===== config.mk =====
export PLATFORM = sky130hd
export DESIGN_NAME = mips_bus_arbiter
export DESIGN_NICKNAME = d
export VERILOG_FILES = /design/src/rtl/mips_bus_arbiter.sv
export SDC_FILE = /design/constraint.sdc
export NUM_CORES = 1
export LEC_CHECK = 0
export ABC_AREA = 0
export ABC_CLOCK_PERIOD_IN_PS = 1700
export BUFFER_PORTS_ARGS = -buffer_cell sky130_fd_sc_hd__buf_2
export CAP_MARGIN = 10
export CORE_AREA = 2 2 108 110
export CTS_BUF_LIST = sky130_fd_sc_hd__clkbuf_4 sky130_fd_sc_hd__clkbuf_8 sky130_fd_sc_hd__clkbuf_16
export DETAILED_ROUTE_END_ITERATION = 6
export DIE_AREA = 0 0 110 112
export HOLD_SLACK_MARGIN = 0.15
export SLEW_MARGIN = 20
export SYNTH_ARGS = -nofsm -noshare
export SYNTH_HDL_FRONTEND = slang
export SYNTH_SLANG_ARGS = --single-unit

===== constraint.sdc =====
create_clock -name clk -period 1.7 [get_ports clk]
set_input_delay 0.34 -clock clk [delete_from_list [all_inputs] [get_ports clk]]
set_output_delay 0.34 -clock clk [all_outputs]
set_load 0.02 [all_outputs]

===== src/rtl/mips_bus_arbiter.sv =====
// Two-master (instruction fetch / load-store) to one-slave Avalon-style bus arbiter.
// Define ARB_ROUND_ROBIN_EN for round-robin tie breaking; default is data-port priority.
module mips_bus_arbiter #(
  parameter int unsigned WAIT_TIMEOUT = 1024,
  parameter logic [31:0] ERR_DATA     = 32'hFFFF_FFFF
) (
  input  logic        clk,
  input  logic        reset,
  input  logic [31:0] i_address,
  input  logic        i_read,
  output logic        i_waitrequest,
  output logic [31:0] i_readdata,
  output logic        i_readdatavalid,
  input  logic [31:0] d_address,
  input  logic        d_read,
  input  logic        d_write,
  input  logic [31:0] d_writedata,
  input  logic [3:0]  d_byteenable,
  output logic        d_waitrequest,
  output logic [31:0] d_readdata,
  output logic        d_readdatavalid,
  output logic [31:0] m_address,
  output logic        m_read,
  output logic        m_write,
  output logic [31:0] m_writedata,
  output logic [3:0]  m_byteenable,
  input  logic        m_waitrequest,
  input  logic [31:0] m_readdata,
  output logic        bus_error
);

  localparam int unsigned CW = (WAIT_TIMEOUT > 0) ? $clog2(WAIT_TIMEOUT + 1) : 1;

  typedef enum logic [2:0] {IDLE, BUSY_I, BUSY_D, RDATA_I, RDATA_D} state_t;

  state_t        state, state_n;
  logic [CW-1:0] wait_cnt;
  logic          last_grant_d;
  logic          rd_err;
  logic          busy;
  logic          timeout;
  logic          d_cmd;
  logic          d_wins;

  assign busy    = (state == BUSY_I) || (state == BUSY_D);
  assign timeout = (WAIT_TIMEOUT != 0) && (wait_cnt == CW'(WAIT_TIMEOUT));
  assign d_cmd   = d_read | d_write;

`ifdef ARB_ROUND_ROBIN_EN
  assign d_wins = ~last_grant_d;
`else
  // Fixed priority: the data port takes every tie; last_grant_d has no effect here.
  assign d_wins = 1'b1 | last_grant_d;
`endif

  always_ff @(posedge clk or negedge reset) begin
    if (!reset) begin
      state        <= IDLE;
      wait_cnt     <= '0;
      bus_error    <= 1'b0;
      last_grant_d <= 1'b1;
      rd_err       <= 1'b0;
    end else begin
      state <= state_n;
      if (busy) begin
        if (m_waitrequest && !timeout && (wait_cnt != '1))
          wait_cnt <= wait_cnt + CW'(1);
        rd_err <= timeout;
        if (timeout)
          bus_error <= 1'b1;
      end else begin
        wait_cnt <= '0;
      end
      if ((state == IDLE) && (state_n != IDLE))
        last_grant_d <= (state_n == BUSY_D);
    end
  end

  always_comb begin
    state_n         = state;
    m_address       = '0;
    m_read          = 1'b0;
    m_write         = 1'b0;
    m_writedata     = '0;
    m_byteenable    = '0;
    i_waitrequest   = 1'b1;
    d_waitrequest   = 1'b1;
    i_readdata      = '0;
    d_readdata      = '0;
    i_readdatavalid = 1'b0;
    d_readdatavalid = 1'b0;
    case (state)
      IDLE: begin
        if (i_read && d_cmd)
          state_n = d_wins ? BUSY_D : BUSY_I;
        else if (i_read)
          state_n = BUSY_I;
        else if (d_cmd)
          state_n = BUSY_D;
      end
      BUSY_I: begin
        m_address     = i_address;
        m_read        = i_read & ~timeout;
        m_byteenable  = '1;
        i_waitrequest = m_waitrequest & ~timeout;
        if (!i_read)
          state_n = IDLE;
        else if (timeout || !m_waitrequest)
          state_n = RDATA_I;
      end
      BUSY_D: begin
        // A simultaneous read+write is forwarded as the write alone.
        m_address     = d_address;
        m_write       = d_write & ~timeout;
        m_read        = d_read & ~d_write & ~timeout;
        m_writedata   = d_writedata;
        m_byteenable  = d_byteenable;
        d_waitrequest = m_waitrequest & ~timeout;
        if (!d_cmd)
          state_n = IDLE;
        else if (timeout || !m_waitrequest)
          state_n = d_write ? IDLE : RDATA_D;
      end
      RDATA_I: begin
        i_readdata      = rd_err ? ERR_DATA : m_readdata;
        i_readdatavalid = 1'b1;
        state_n         = IDLE;
      end
      RDATA_D: begin
        d_readdata      = rd_err ? ERR_DATA : m_readdata;
        d_readdatavalid = 1'b1;
        state_n         = IDLE;
      end
      default: state_n = IDLE;
    endcase
  end

endmodule

### Yosys cells after proc, flatten, opt, wreduce, memory -nomap -nowiden

Index checks and enable logic that the tools add are counted.

| storage, ports and cells | value |
|---|---|
| register bits | 16 |
| bits of input ports | 138 |
| output and inout bits | 139 |
| logic and storage cells | 56 |

| operators by class | value |
|---|---|
| $add $sub $neg | 1 |
| eq/ne operators | 10 |
| mux-type cells | 23 |
| bitwise gates (word level) | 8 |
| reductions and logical operators | 10 |

Operator list:

| kind | number |
|---|---|
| $mux W32 | 4 |
| $pmux W32 S2 | 1 |
| $mux W3 | 8 |
| $mux W11 | 2 |
| $add A11 B1 Y11 const B | 1 |
| $eq A11 B11 Y1 const B | 1 |
| $ne A11 B11 Y1 const B | 1 |
| $pmux W3 S3 | 1 |
| $pmux W4 S2 | 1 |
| $eq A3 B2 Y1 const B | 2 |
| $ne A3 B2 Y1 const B | 2 |
| $and A1 B1 Y1 | 5 |
| $mux W1 | 5 |
| $ne A4 B3 Y1 const B | 1 |
| $eq A3 B1 Y1 const B | 1 |
| $eq A3 B3 Y1 const B | 1 |
| $logic_and A1 B1 Y1 | 3 |
| $logic_not A3 Y1 | 1 |
| $reduce_and A3 Y1 | 1 |
| $logic_not A1 Y1 | 2 |
| $logic_or A1 B1 Y1 | 2 |
| $ne A2 B1 Y1 const B | 1 |
| $not A1 Y1 | 2 |
| $pmux W1 S2 | 1 |
| 2 further kinds | 2 |

### Depth between registers and ports, before layout

| depth | value |
|---|---|
| word-level depth | 6 |
| depth in mapped cells | 7 |
| mapped depth without buffers | 6 |

### Least setup slack after synthesis

Ideal clock, no wire load.

| timing path | value |
|---|---|
| kind | register -> output |
| start | reg state[2] |
| end | out m_read |
| data arrival time | 1.669 ns |
| required time | 1.360 ns |
| path slack | -0.309 ns |
| stages on the path, launching flop included | 5 |
| buffers on the path | 1 |
| path through | dfrtp_1 nor3b_1 clkbuf_1 nand2_1 a21boi_0 |

| between the ends | value |
|---|---|
| longest elaborated chain between the ends | 2 |
| elaborated cells between the ends (all ways) | 3 |
| those cells by class | eq/ne (2); mux (1) |

RTL lines:

| element | line | text |
|---|---|---|
| from (decl) | 36 | `state_t state, state_n;` |
| from (signal assigned) | 64 | `state <= state_n;` |
| $eq A3 B2 Y1 or $eq A3 B1 Y1 (tied branches) | 92 | `case (state)` |
| $pmux W1 S2 (*) | 92 |  |
| to (decl) | 23 | `output logic m_read,` |

Every way passes the cells marked *; elsewhere a longest branch is shown, timed or not.

### Worst setup path in the final report

| timing path | value |
|---|---|
| start | reg wait_cnt[7] |
| end | out d_waitrequest |

| between the ends | value |
|---|---|
| longest elaborated chain between the ends | 4 |

RTL lines:

| element | line | text |
|---|---|---|
| from (decl) | 37 | `logic [CW-1:0] wait_cnt;` |
| from (signal assigned) | 67 | `wait_cnt <= wait_cnt + CW'(1);` |
| $eq A11 B11 Y1 | 46 | `assign timeout = (WAIT_TIMEOUT != 0) && (wait_cnt == CW'(WAIT_TIMEOUT));` |
| $not A1 Y1 | 118 | `d_waitrequest = m_waitrequest & ~timeout;` |
| $and A1 B1 Y1 | 118 |  |
| $mux W1 | 92 |  |
| to (decl) | 19 | `output logic d_waitrequest,` |

No other way between the ends.

==> reports/qor_table.md <==
| Metric | This run |
|---|---|
| Worst-case hold slack | 383 ps |
| Run status | complete, but fails checks |
| Share of synthesized area occupied by flip-flops and latches | 0.211 |
| Cell row count | 39 |
| Data arrival time of the critical path | 1870 ps |
| Number of antenna diodes | 0 |
| Antenna-violating nets left | 0 |
| Total routed wirelength | 13.8 mm |
| Synthesis-to-layout area growth | 221% |
| Power density of the placed cells | 500 nW/um2 |
| Worst vdd rail ir drop | 0.461 mV |
| Nature of the critical path endpoint | primary output |
| Fin worst setup slack | -507 ps |
| Synth top area share | 0.211 |
| Number of setup violations in the final report | 151 |
| End point of the critical path | d_waitrequest |
| Buffer levels on the longest clock path | 2 |
| Via count of the first global-routing pass | 3736 |
| Total number of vias | 3621 |
| Global-route wire length before repair | 20.1 mm |
| Beginning of the critical path | wait_cnt[7] |
| Violations in the final reports | setup timing |
| Setup slack, reg-to-reg | -260 ps |
| Most frequently used flop master after synthesis | sky130_fd_sc_hd__dfrtp_1 |
| Fraction of final layout cells sized beyond drive strength 1 | 0.781 |
| Critical path class | flip-flop to primary output |
| Leakage Power | 2.96 nW |
| Number of nets in the finished design | 768 |
| Synthesis warning total | 0 |
| Count of routing violations after the opening detailed-route iteration | 196 |
| Sort of element at the start of the critical path | flip-flop |
| Class of the tightest hold or removal check | primary input to flip-flop |
| Worst Clk Skew | 1.72 ps |
| Clock root cell | sky130_fd_sc_hd__clkbuf_16 |
| Net Count, Synth | 426 |
| Clock latency at the later pin of the worst-skew pair | 250 ps |
| Via density per instance | 4.70 |
| Share of async-settable or async-resettable flops after synthesis | 1.00 |
| Post-synthesis register bit count | 16 |
| Total Routing Usage GR | 0.209 |
| Number of distinct standard cells referenced by the synthesized netlist | 39 |
| Critical path required time | 1360 ps |
| Post-detailed-placement half-perimeter wirelength | 7.91 mm |
| RSZ-0062 raised after global routing | yes |
| EDFF count, synth | 0 |
| Total global routing overflow | 0 |
| Cell types with the highest counts after synthesis | sky130_fd_sc_hd__nor2_1 (103), sky130_fd_sc_hd__and2_1 (33), sky130_fd_sc_hd__a22o_1 (32), sky130_fd_sc_hd__clkbuf_1 (23), sky130_fd_sc_hd__dfrtp_1 (16) |
| Filler cell count in the final layout | 929 |
| R2R Path End | state[1] |
| Max-slew headroom at the worst pin | 0.711 |
| IO buf count | 276 |
| Wire per inst | 18.0 um |
| Worst setup slack after placement | -315 ps |
| Number of instances in the synthesized netlist | 286 |
| Period minus WS final | 2210 ps |
| Overall die area | 12300 um2 |
| Core Footprint | 11200 um2 |
| Hold violation count in the final report | 0 |
| Most numerous cell in the Yosys netlist | sky130_fd_sc_hd__nor2_1 |
| Vert. Die Dim | 112 um |
| Max capacitance violation total | 0 |
| Number of top-level pins | 277 |
| Number of design rule violations left after detail routing | 0 |
| Slew of the pin with the lowest slew margin | 431 ps |
| Max Clk Rate | 0.453 GHz |
| Max Slew Vio Count | 0 |
| Maximum fanout count along the critical path | 4 |
| Number of antenna violations at the first check in global routing | 0 |
| Depth of the worst register-to-register path | 6 |
| Ratio of final minimum period to clock period | 1.30 |
| CTS tree | yes |
| Max H-tree Level | 1 |
| Detailed Routing Iterations Pass 1 | 4 |
| Cts bufs inserted | 3 |
| Clock transition at the registers of the reported paths | 50 ps |
| Maximum number of pins on one net before global-route repair | 33 |
| Main area contributors after synthesis | sky130_fd_sc_hd__dfrtp_1 (21%), sky130_fd_sc_hd__nor2_1 (20%), sky130_fd_sc_hd__a22o_1 (15%) |
| Beginning of the worst register-to-register path | wait_cnt[7] |
| Cell type with the largest total area after synthesis | sky130_fd_sc_hd__dfrtp_1 |
| Average instance area after synthesis | 6.65 um2 |
| Final RePlAce weighted congestion | 0.803 |
| Combined area of all synthesized cells | 1900 um2 |
| Die X-Extent | 110 um |
| Clock sinks | 16 |
| Initial Util | 0.170 |
==> sequential cells by signal, summed over array words and instances, names as in the netlist <==
register,cells
state,3
bus_error,1
rd_err,1
wait_cnt,11
==> critical path, cell delays in order (launching register included) <==
cell	delay [ps]
sky130_fd_sc_hd__dfrtp_1	380
sky130_fd_sc_hd__or4_4	530
sky130_fd_sc_hd__buf_4	160
sky130_fd_sc_hd__o31ai_4	300
sky130_fd_sc_hd__nand2_1	90
sky130_fd_sc_hd__buf_2	160
==> routing by layer <==
layer	vias to the layer above	track usage	routed length, um	share of wire
li1	1680	-	-	-
met1	1707	0.245	5280	0.38
met2	220	0.396	7360	0.53
met3	14	0.0304	1060	0.077
met4	0	0.0346	137	0.0099
met5	-	0	0	0
==> area by class of cell <==
type | instances | area [um2] | share of cell area
Clock buffer | 4 | 88.8 | 0.0145
Inverter | 5 | 26.3 | 0.00430
Multi-Input combinational cell | 240 | 2060 | 0.337
Sequential cell | 16 | 403 | 0.0659
Tap cell | 143 | 179 | 0.0293
Timing Repair Buffer | 362 | 3360 | 0.549
==> cells in the final DEF (no fill, tap or decap), types with 3 or more instances in the layout <==
cell type / Yosys / final
sky130_fd_sc_hd__a21o_1: 4 / 4
sky130_fd_sc_hd__a21oi_1: 7 / 5
sky130_fd_sc_hd__a22o_1: 32 / 30
sky130_fd_sc_hd__and2_4: 0 / 32
sky130_fd_sc_hd__buf_12: 0 / 13
sky130_fd_sc_hd__buf_16: 0 / 9
sky130_fd_sc_hd__buf_2: 1 / 140
sky130_fd_sc_hd__buf_4: 0 / 33
sky130_fd_sc_hd__buf_6: 1 / 160
sky130_fd_sc_hd__buf_8: 0 / 6
sky130_fd_sc_hd__clkbuf_16: 0 / 3
sky130_fd_sc_hd__dfrtp_1: 16 / 14
sky130_fd_sc_hd__inv_1: 5 / 3
sky130_fd_sc_hd__nand2_1: 8 / 6
sky130_fd_sc_hd__nand3_1: 5 / 5
sky130_fd_sc_hd__nor2_1: 103 / 35
sky130_fd_sc_hd__nor2_4: 0 / 66
sky130_fd_sc_hd__o31ai_1: 4 / 4
sky130_fd_sc_hd__or4_1: 4 / 4
==> worst min-delay path by stage <==
stage / end / from / depth (start not counted)
6_report: state[1] / i_read / 3
3_5_place_dp: wait_cnt[4] / reset / 1
5_1_grt: state[1] / i_read / 3
3_3_place_gp: wait_cnt[4] / reset / 1
2_1_floorplan: bus_error / reset / 0
4_1_cts: state[1] / i_read / 3
==> power breakdown <==
part | internal [W] | switching [W]
Combinational | 0.00116 | 0.000974
Clock | 0.000358 | 0.000163
Sequential | 0.000394 | 0.0000111
==> per-stage QoR <==
step           total power, W  area, um2   util  std cells  TNS [ps]
3_3_place_gp          0.00162       3740  0.335        720     -2110
4_1_cts               0.00304       6160  0.551        779    -45540
5_1_grt               0.00319       6110  0.547        770    -52370
3_5_place_dp          0.00162       3740  0.335        720     -2320
6_report              0.00306       6110  0.547        770    -44110
2_1_floorplan         0.00108       1920      -        286      -743
==> cell families (layout without fill, tap and decap cells) <==
kind of cell               after synthesis  count (layout)  share of synthesized area
adders and majority gates                2               2                     0.0132
DFF                                     16              16                      0.211
AOI/OAI and AO/OA                       63              63                      0.271
buffers and inverters                   30             371                     0.0638
and+or+nand+nor                        174             174                      0.437
xor gates and xnor gates                 1               1                    0.00461
==> what timing repair did <==
item,CTS,global route
hold buffers,1,0
buffers inserted,37,6
endpoints found under the hold margin,16,0
pin swaps,74,38
gates resized for setup,480,53
endpoints found under the setup margin,148,152
gates cloned,18,0
(Power assumes the default switching activity.)
